File: src/rtl/dmem_arbiter_if.sv
// Bundled request/response signals for the two data-memory ports plus the memory-side bus.
// The arbiter uses the slave modport; requesters and the memory model use master.
interface dmem_arbiter_if;
  logic        req0, req1;
  logic        we0, we1;
  logic [31:0] a0, a1;
  logic [31:0] wd0, wd1;
  logic        gnt0, gnt1;
  logic        rvalid0, rvalid1;
  logic [31:0] rd0, rd1;
  logic        err0, err1;
  logic        mem_we;
  logic [31:0] mem_a;
  logic [31:0] mem_wd;
  logic [31:0] mem_rd;

  modport master (
    output req0, req1, we0, we1, a0, a1, wd0, wd1, mem_rd,
    input  gnt0, gnt1, rvalid0, rvalid1, rd0, rd1, err0, err1,
    input  mem_we, mem_a, mem_wd
  );

  modport slave (
    input  req0, req1, we0, we1, a0, a1, wd0, wd1, mem_rd,
    output gnt0, gnt1, rvalid0, rvalid1, rd0, rd1, err0, err1,
    output mem_we, mem_a, mem_wd
  );
endinterface

File: src/rtl/dmem_arbiter.sv
// Two-port (CPU/DMA) data-memory arbiter with hold-count fairness and one-cycle completions.
// Define DMEM_ARB_RR_EN for round-robin contention; otherwise port 0 has fixed priority.
//
// state | meaning
// IDLE  | no grant last cycle
// OWN0  | port 0 granted last cycle
// OWN1  | port 1 granted last cycle
module dmem_arbiter #(
  parameter int DEPTH_WORDS = 64,
  parameter int MAX_HOLD    = 4
) (
  input logic           clk,
  input logic           reset,
  dmem_arbiter_if.slave bus
);

  typedef enum logic [1:0] {IDLE, OWN0, OWN1} state_t;

  localparam logic [29:0] DEPTH_LIM = 30'(DEPTH_WORDS);
  localparam logic [3:0]  HOLD_LIM  = 4'(MAX_HOLD);

  state_t      state, state_nxt;
  logic [3:0]  hold, hold_nxt, hold_inc;
  logic        gnt0, gnt1;
  logic        both_req;
  logic        hold_hit;
  logic        pref1;
  logic        illegal0, illegal1;

  logic        rvalid0_q, rvalid1_q;
  logic [31:0] rd0_q, rd1_q;
  logic        err0_q, err1_q;

  assign illegal0 = (bus.a0[1:0] != 2'b00) || (bus.a0[31:2] >= DEPTH_LIM);
  assign illegal1 = (bus.a1[1:0] != 2'b00) || (bus.a1[31:2] >= DEPTH_LIM);

  assign both_req = bus.req0 && bus.req1;
  assign hold_hit = (hold >= HOLD_LIM);
  assign hold_inc = (hold == 4'hF) ? hold : hold + 4'd1;

`ifdef DMEM_ARB_RR_EN
  logic rr_ptr, rr_ptr_nxt;

  assign pref1 = rr_ptr;

  // Pointer flips to the loser only after contended grants.
  always_comb begin
    rr_ptr_nxt = rr_ptr;
    if (both_req && gnt0) rr_ptr_nxt = 1'b1;
    if (both_req && gnt1) rr_ptr_nxt = 1'b0;
  end

  always_ff @(posedge clk) begin
    if (reset) rr_ptr <= 1'b0;
    else       rr_ptr <= rr_ptr_nxt;
  end
`else
  assign pref1 = 1'b0;
`endif

  // Preferred port wins contention unless it already owns the bus and has used up its hold budget.
  always_comb begin
    gnt0      = 1'b0;
    gnt1      = 1'b0;
    state_nxt = IDLE;
    hold_nxt  = 4'd0;
    if (!reset) begin
      if (both_req) begin
        if (!pref1) begin
          if (state == OWN0 && hold_hit) gnt1 = 1'b1;
          else                           gnt0 = 1'b1;
        end else begin
          if (state == OWN1 && hold_hit) gnt0 = 1'b1;
          else                           gnt1 = 1'b1;
        end
      end else begin
        gnt0 = bus.req0;
        gnt1 = bus.req1;
      end

      if (gnt0) begin
        state_nxt = OWN0;
        hold_nxt  = (state == OWN0) ? hold_inc : 4'd1;
      end else if (gnt1) begin
        state_nxt = OWN1;
        hold_nxt  = (state == OWN1) ? hold_inc : 4'd1;
      end
    end
  end

  always_ff @(posedge clk) begin
    if (reset) begin
      state <= IDLE;
      hold  <= 4'd0;
    end else begin
      state <= state_nxt;
      hold  <= hold_nxt;
    end
  end

  assign bus.gnt0 = gnt0;
  assign bus.gnt1 = gnt1;

  always_comb begin
    bus.mem_a  = 32'd0;
    bus.mem_wd = 32'd0;
    bus.mem_we = 1'b0;
    if (gnt0) begin
      bus.mem_a  = bus.a0;
      bus.mem_wd = bus.wd0;
      bus.mem_we = bus.we0 && !illegal0;
    end else if (gnt1) begin
      bus.mem_a  = bus.a1;
      bus.mem_wd = bus.wd1;
      bus.mem_we = bus.we1 && !illegal1;
    end
  end

  // Completion registers keep their last value between pulses.
  always_ff @(posedge clk) begin
    if (reset) begin
      rvalid0_q <= 1'b0;
      rvalid1_q <= 1'b0;
      rd0_q     <= 32'd0;
      rd1_q     <= 32'd0;
      err0_q    <= 1'b0;
      err1_q    <= 1'b0;
    end else begin
      rvalid0_q <= gnt0;
      rvalid1_q <= gnt1;
      if (gnt0) begin
        err0_q <= illegal0;
        rd0_q  <= (!bus.we0 && !illegal0) ? bus.mem_rd : 32'd0;
      end
      if (gnt1) begin
        err1_q <= illegal1;
        rd1_q  <= (!bus.we1 && !illegal1) ? bus.mem_rd : 32'd0;
      end
    end
  end

  // Reset masks the outputs immediately so a grant's pulse is dropped if reset follows it.
  assign bus.rvalid0 = rvalid0_q && !reset;
  assign bus.rvalid1 = rvalid1_q && !reset;
  assign bus.rd0     = reset ? 32'd0 : rd0_q;
  assign bus.rd1     = reset ? 32'd0 : rd1_q;
  assign bus.err0    = err0_q && !reset;
  assign bus.err1    = err1_q && !reset;

endmodule

File: src/flat_wrapper.sv
// flat-port wrapper written by rule: the top's interface ports become plain ports
module dmem_arbiter_flat 
#(
  parameter int DEPTH_WORDS = 64,
  parameter int MAX_HOLD    = 4
)
  (clk, reset, bus_req0, bus_req1, bus_we0, bus_we1, bus_a0, bus_a1, bus_wd0, bus_wd1, bus_mem_rd, bus_gnt0, bus_gnt1, bus_rvalid0, bus_rvalid1, bus_rd0, bus_rd1, bus_err0, bus_err1, bus_mem_we, bus_mem_a, bus_mem_wd);
  dmem_arbiter_if bus_i ();
  input logic clk;
  input logic reset;
  input wire logic [$bits(bus_i.req0)-1:0] bus_req0;
  input wire logic [$bits(bus_i.req1)-1:0] bus_req1;
  input wire logic [$bits(bus_i.we0)-1:0] bus_we0;
  input wire logic [$bits(bus_i.we1)-1:0] bus_we1;
  input wire logic [$bits(bus_i.a0)-1:0] bus_a0;
  input wire logic [$bits(bus_i.a1)-1:0] bus_a1;
  input wire logic [$bits(bus_i.wd0)-1:0] bus_wd0;
  input wire logic [$bits(bus_i.wd1)-1:0] bus_wd1;
  input wire logic [$bits(bus_i.mem_rd)-1:0] bus_mem_rd;
  output wire logic [$bits(bus_i.gnt0)-1:0] bus_gnt0;
  output wire logic [$bits(bus_i.gnt1)-1:0] bus_gnt1;
  output wire logic [$bits(bus_i.rvalid0)-1:0] bus_rvalid0;
  output wire logic [$bits(bus_i.rvalid1)-1:0] bus_rvalid1;
  output wire logic [$bits(bus_i.rd0)-1:0] bus_rd0;
  output wire logic [$bits(bus_i.rd1)-1:0] bus_rd1;
  output wire logic [$bits(bus_i.err0)-1:0] bus_err0;
  output wire logic [$bits(bus_i.err1)-1:0] bus_err1;
  output wire logic [$bits(bus_i.mem_we)-1:0] bus_mem_we;
  output wire logic [$bits(bus_i.mem_a)-1:0] bus_mem_a;
  output wire logic [$bits(bus_i.mem_wd)-1:0] bus_mem_wd;
  assign bus_i.req0 = bus_req0;
  assign bus_i.req1 = bus_req1;
  assign bus_i.we0 = bus_we0;
  assign bus_i.we1 = bus_we1;
  assign bus_i.a0 = bus_a0;
  assign bus_i.a1 = bus_a1;
  assign bus_i.wd0 = bus_wd0;
  assign bus_i.wd1 = bus_wd1;
  assign bus_i.mem_rd = bus_mem_rd;
  assign bus_gnt0 = bus_i.gnt0;
  assign bus_gnt1 = bus_i.gnt1;
  assign bus_rvalid0 = bus_i.rvalid0;
  assign bus_rvalid1 = bus_i.rvalid1;
  assign bus_rd0 = bus_i.rd0;
  assign bus_rd1 = bus_i.rd1;
  assign bus_err0 = bus_i.err0;
  assign bus_err1 = bus_i.err1;
  assign bus_mem_we = bus_i.mem_we;
  assign bus_mem_a = bus_i.mem_a;
  assign bus_mem_wd = bus_i.mem_wd;
  dmem_arbiter #(.DEPTH_WORDS(DEPTH_WORDS), .MAX_HOLD(MAX_HOLD)) u_core (.clk(clk), .reset(reset), .bus(bus_i));
endmodule
File: config.mk
export PLATFORM = sky130hd
export DESIGN_NAME = dmem_arbiter_flat
export DESIGN_NICKNAME = d
export VERILOG_FILES = /design/src/rtl/dmem_arbiter_if.sv /design/src/rtl/dmem_arbiter.sv /design/src/flat_wrapper.sv
export SDC_FILE = /design/constraint.sdc
export NUM_CORES = 1
export LEC_CHECK = 0
export ABC_AREA = 1
export CELL_PAD_IN_SITES_DETAIL_PLACEMENT = 0
export CELL_PAD_IN_SITES_GLOBAL_PLACEMENT = 1
export CORE_MARGIN = 3
export CORE_UTILIZATION = 21
export CTS_BUF_LIST = sky130_fd_sc_hd__clkbuf_4 sky130_fd_sc_hd__clkbuf_8
export CTS_CLUSTER_SIZE = 8
export DETAILED_ROUTE_END_ITERATION = 10
export PLACE_DENSITY = 0.82
export SLEW_MARGIN = 20
export SYNTH_ARGS = -nofsm -noshare
export SYNTH_HDL_FRONTEND = slang
export SYNTH_SLANG_ARGS = --single-unit
export TNS_END_PERCENT = 1
File: constraint.sdc
create_clock -name clk -period 1.5 [get_ports clk]
set_input_delay 0.3 -clock clk [delete_from_list [all_inputs] [get_ports clk]]
set_output_delay 0.3 -clock clk [all_outputs]
set_load 0.05 [all_outputs]
==> summary.md, run 1 <==
| Metric | Value |
|---|---|
| Hold Vio Cnt, Final | `0` |
| Vias in the first global route | `6316` |
| Slew @ Worst Pin | `0.310 ns` |
| Fillers | `2166` |
| Pre-antenna DRT Iters | `4` |
| Power Total | `5.64 mW` |
| Placed cell count | `1466` |
| FFs w/ async S/R, synth | `0%` |
| Multi-input logic area | `3080 sq um` |
| WS Path Type | `register to output pin` |
| Top FF cell, synth | `dfxtp_1` |
| # rows | `54` |
| Worst skew pair latency | `0.37 ns` |
| GR Overflow Total | `0` |
| CP required | `1.20 ns` |
| Routed vias | `6320` |
| Gr usage total | `19.1%` |
| Worst setup EP type | `output pin` |
| Pin count of the biggest net entering global routing | `56` |
| Final WS setup | `-0.573 ns` |
| Worst hold path class | `input port to register` |
| Layout Cells excl Fill | `1488` |
| Ports | `301` |
| Gpl congestion | `0.937` |
| Synthesized Nets | `1016` |
| DRC | `0` |
| Max Slew Vio Count | `0` |
| Warnings from Yosys | `0` |
| RSZ-0062 raised after global routing | `yes` |
| Layout cells sized above 1 | `32.9%` |
| Die Area | `24600 sq um` |
| N_diodes | `0` |
| Commonest non-fill, non-tap cell in the layout | `nand2_1` |
| Setup WS pre-CTS | `-0.628 ns` |
| Starting density of the core | `21.6%` |
| Maxcap violations | `0` |
| Post-layout util | `47.7%` |
| Yosys cell types | `26` |
| Initial DRC count | `321` |
| Vias per std cell | `4.25` |
| Final wirelength | `24400 um` |
| Max Root-Sink Buffers | `2` |
| Clock transition at the registers of the reported paths | `0.09 ns` |
| Crit share post-route | `138%` |
| Synthesized area | `4780 sq um` |
| Routed Antenna Nets | `0` |
| Area Growth Syn to Fin | `120%` |
| Max Clock Skew | `0.0151 ns` |
| Die height | `157 um` |
| #FFs+latches synth | `74` |
| H-tree lvl count | `3` |
| # nets final | `1370` |
| FF+latch area | `1480 sq um` |
| Clock tree from TritonCTS | `yes` |
| Status | `finished, violations left` |
| Syn_area_per_cell | `5.63 sq um` |
| Routed len/inst | `16.4 um` |
| F_max | `0.482 GHz` |
| Setup crit start kind | `register` |
| First-pass GRT wire length | `36200 um` |
| Clock Tree Root | `clkbuf_8` |
| Port bufs | `300` |
| Leakage power | `4.73 nW` |
| Sink Count | `74` |
| Setup Viol. Count Final | `67` |
| Die width | `157 um` |
| Seq/Total Area, Yosys | `31.0%` |
| Initial antenna violation count | `1` |
| EDFF count, synth | `0` |
| Cell count after synthesis | `849` |
| Pwr/cell area | `536 nW/um^2` |
| Area of the core | `22100 sq um` |
| Worst rel slew slack | `79.3%` |
| Critical Path AT | `1.77 ns` |
| Tmin final | `2.07 ns` |
| Max VDD drop | `0.000380 V` |
| Critical path fanouts, max | `18` |
| Most frequent cells in the layout | `nand2_1, clkdlybuf4s50_1, inv_1, buf_12, buf_4` |
| Total CTS buffers | `9` |
| HPWL Detailed | `19200 um` |
| Failing checks | `negative setup slack` |
cells by family after synthesis:
kind of cell / count (synthesis) / share of synthesized area [%]
AND/OR/NAND/NOR: 563 / 48.5
flip-flops: 74 / 31.0
adder cells (fa/ha/maj): 1 / 0.262
multiplexers: 1 / 0.209
buffers and inverters: 184 / 16.9
AO/OA/AOI/OAI: 25 / 2.96
XOR/XNOR: 1 / 0.183
repair_timing:
item | CTS | global route
gates cloned | 1 | 3
hold buffers | 0 | 0
endpoints found under the setup margin | 143 | 147
setup buffers | 3 | 1
pin swaps | 25 | 14
gates resized for setup | 40 | 38
per-layer routing:
metal	wire, um	share of wire, %	vias up	global-route usage (%)
met1	11000	45	2845	25.9
met4	535	2.2	2	4.67
li1	-	-	3265	-
met2	11500	47	173	30.8
met3	1360	5.6	35	4.09
met5	13	0.053	-	0
final timing paths:
| check | start | endpoint | slack [ns] | depth (start not counted) |
|---|---|---|---|---|
| max reg2reg | u_core.state[0] | u_core.hold[1] | 0.06 | 8 |
| min | reset | u_core.state[0] | 0.38 | 3 |
| min reg2reg | u_core.rd0_q[25] | u_core.rd0_q[25] | 0.45 | 2 |
| max | u_core.state[0] | bus_mem_wd[23] | -0.57 | 8 |
power by group:
group	internal, mW	total, mW	switching (mW)	leakage, nW
logic	1.09	2.17	1.08	4.04
clock network	0.720	1.49	0.770	0.0944
registers	1.97	1.98	0.00693	0.598
total	3.79	5.64	1.85	4.73
metrics by stage:
| step | setup TNS [ns] | hold WS [ns] | cell area [sq um] |
|---|---|---|---|
| 3_5_place_dp | -69.83 | 0.440 | 10000 |
| 5_1_grt | -45.27 | 0.367 | 10500 |
| 6_report | -35.76 | 0.375 | 10500 |
| 4_1_cts | -39.57 | 0.346 | 10300 |
| 3_3_place_gp | -69.91 | 0.438 | 10000 |
| 2_1_floorplan | -19.95 | 0.426 | 5240 |
synth_stat cells, types with 3 or more instances:
cell,count,area (sq um)
nor3_1,27,135
o21ai_1,9,45.0
nor2_1,140,526
nand2_1,311,1170
o21ai_0,8,40.0
buf_4,13,97.6
dfxtp_1,74,1480
nand4_1,34,213
inv_1,127,477
buf_1,3,11.3
buf_6,6,67.6
nand3_1,44,220
a21oi_1,5,25.0
buf_2,17,85.1
clkbuf_1,15,56.3
area by class of cell:
cell class	count	share of cell area [%]
Sequential cell	74	14.1
Tap cell	280	3.33
Timing Repair Buffer	397	46.8
Clock buffer	14	1.59
Multi-Input combinational cell	591	29.3
Inverter	130	4.82
Clock inverter	2	0.119
sequential cells by signal, summed over array words and instances (netlist names):
register          count
u_core.rvalid0_q      1
u_core.err0_q         1
u_core.rvalid1_q      1
u_core.hold           4
u_core.state          2
u_core.err1_q         1
u_core.rd1_q         32
u_core.rd0_q         32
worst max-delay path, cell delays in order (launching register included):
cell and delay, ns:
dfxtp_2 0.33, buf_6 0.11, nand3_4 0.07, o21bai_4 0.08
nor2_4 0.20, buf_6 0.24, nand2_1 0.12, nand2_4 0.10
buf_12 0.13
No activity file was read; power rests on OpenSTA's default activity.
==> run 2, diff against run 1 <==
--- a/config.mk
+++ b/config.mk
@@ -6,11 +6,11 @@
 export NUM_CORES = 1
 export LEC_CHECK = 0
 export ABC_AREA = 1
+export CAP_MARGIN = 20
 export CELL_PAD_IN_SITES_DETAIL_PLACEMENT = 0
 export CELL_PAD_IN_SITES_GLOBAL_PLACEMENT = 1
 export CORE_MARGIN = 3
 export CORE_UTILIZATION = 21
-export CTS_BUF_LIST = sky130_fd_sc_hd__clkbuf_4 sky130_fd_sc_hd__clkbuf_8
 export CTS_CLUSTER_SIZE = 8
 export DETAILED_ROUTE_END_ITERATION = 10
 export PLACE_DENSITY = 0.82
==> summary.md, run 2 (synthesis gave the netlist of run 1 again) <==
| Metric | Value |
|---|---|
| Status | `finished, violations left` |
| Failing checks | `negative setup slack` |
| Total CTS buffers | `9` |
| Vias in the first global route | `6343` |
| Max Root-Sink Buffers | `2` |
| RSZ-0062 raised after global routing | `yes` |
| Pin count of the biggest net entering global routing | `56` |
| Crit path buf inv count | `3` |
| Gr usage total | `19.1%` |
| DRC | `0` |
| Worst path top cell family by delay | `simple AND/OR/NAND/NOR gates` |
| Die width | `157 um` |
| Max Slew Vio Count | `0` |
| Final wirelength | `24300 um` |
| Setup TNS | `-34.36 ns` |
| Fin Hold WS | `0.399 ns` |
| Setup crit start kind | `register` |
| Initial antenna violation count | `1` |
| Worst path slowest cell | `dfxtp_2` |
| Leakage power | `4.76 nW` |
| Final instance area | `10600 sq um` |
| Clock Tree Root | `clkbuf_16` |
| Post-CTS Hold Fix Bufs | `0` |
| First-pass GRT wire length | `36300 um` |
| # rows | `54` |
| Worst skew pair latency | `0.34 ns` |
| Gpl congestion | `0.937` |
| Worst setup EP type | `output pin` |
| Final WS setup | `-0.551 ns` |
| Clock transition at the registers of the reported paths | `0.06 ns` |
| Starting density of the core | `21.6%` |
| Setup Viol. Count Final | `67` |
| Clock tree from TritonCTS | `yes` |
| Pwr/cell area | `579 nW/um^2` |
| Most frequent cells in the layout | `nand2_1, clkdlybuf4s50_1, inv_1, buf_12, buf_4` |
| Worst rel slew slack | `78.8%` |
| Critical path fanouts, max | `18` |
| Ports | `301` |
| Hold Vio Cnt, Final | `0` |
| Area Growth Syn to Fin | `122%` |
| Largest regs | `u_core.rd0_q (32), u_core.rd1_q (32), u_core.hold (4)` |
| HPWL Detailed | `19200 um` |
| Setup WS pre-CTS | `-0.628 ns` |
| Max Clock Skew | `0.00600 ns` |
| Area of the core | `22100 sq um` |
| WS Path Type | `register to output pin` |
| Cell Chain, Critical Path | `buf_6 > nand3_4 > o21bai_4 > nor2_4 > buf_6 > nand2_1 > nand2_4 > buf_12` |
| Die Area | `24600 sq um` |
| Die height | `157 um` |
| H-tree lvl count | `3` |
| Cell Area, Placed | `10000 sq um` |
| Initial DRC count | `316` |
| # nets final | `1372` |
| Routed Antenna Nets | `0` |
| Post-layout util | `48.0%` |
| F_max | `0.488 GHz` |
| CP required | `1.20 ns` |
| Port bufs | `300` |
| Vias per std cell | `4.24` |
| Crit-path max cell delay | `0.33 ns` |
| CP most frequent cell | `buf_6` |
| Routed len/inst | `16.3 um` |
| N_diodes | `0` |
| Maxcap violations | `0` |
| Worst hold path class | `input port to register` |
| R2r setup slk | `0.03 ns` |
| Tmin final | `2.05 ns` |
| Routed vias | `6324` |
| Commonest non-fill, non-tap cell in the layout | `nand2_1` |
| Max VDD drop | `0.000508 V` |
| Slew @ Worst Pin | `0.318 ns` |
| Layout cells sized above 1 | `32.7%` |
| Crit share post-route | `137%` |
| Pre-antenna DRT Iters | `5` |
| Critical Path AT | `1.75 ns` |
| Sink Count | `74` |
| GR Overflow Total | `0` |
## run 2: cell types whose count changed in the layout (fill, tap and decap cells not counted), moves of 3 or more
cell / change
nand2_2: +3
clkbuf_16: +9
clkbuf_4: -4
clkbuf_1: +4
clkbuf_8: -9
## run 2: timing repair
item                       4_1_cts  5_1_grt
buffers inserted                 3        3
setup endpoints to repair      142      146
pin swaps                       26       18
cloned                           1        3
resized for setup               42       32
## run 2: area by class of cell
type,count,area [sq um]
clock buffer,14,254
clock inverter,2,12.5
timing repair buffer,399,4920
sequential,74,1480
inverter,130,508
multi-input combinational,591,3080
fill,2159,11500
tap,280,350
## run 2: final timing paths
check                                     start               to  cells past startpoint
worst min-delay path                      reset  u_core.state[0]                      3
worst min register to register  u_core.rd0_q[5]  u_core.rd0_q[5]                      2
worst max register to register  u_core.state[0]    u_core.err1_q                     11
worst max-delay path            u_core.state[0]   bus_mem_wd[28]                      8
## run 2: routing by layer
metal | global-route usage (%) | share of wire (%) | vias up
met4 | 5.04 | 2.3 | 2
li1 | - | - | 3274
met5 | 0 | 0.053 | -
met2 | 31.0 | 47 | 186
met1 | 25.8 | 45 | 2829
met3 | 3.93 | 5.0 | 33
## run 2: through the flow
step	total power, mW	instances
after floorplan	2.91	849
after global placement	4.12	1466
after detailed placement	4.13	1466
after CTS	6.19	1485
after global routing	6.39	1490
final	6.14	1490
## run 2: tightest hold or removal path, stage by stage
cell and delay (ns):
buf_4 0.14, buf_4 0.19, nor2_1 0.06
## run 2: where the power goes
group          total [mW]  internal [mW]  switching [mW]
combinational        2.17           1.09            1.08
sequential           1.99           1.98         0.00694
clock                1.99           1.17           0.825
total                6.14           4.23            1.91
==> run 3, diff against run 2 <==
--- a/config.mk
+++ b/config.mk
@@ -11,7 +11,6 @@
 export CELL_PAD_IN_SITES_GLOBAL_PLACEMENT = 1
 export CORE_MARGIN = 3
 export CORE_UTILIZATION = 21
-export CTS_CLUSTER_SIZE = 8
 export DETAILED_ROUTE_END_ITERATION = 10
 export PLACE_DENSITY = 0.82
 export SLEW_MARGIN = 20
==> results of run 3 <==
Final layout, timing and power as in run 2 (identical DEF).
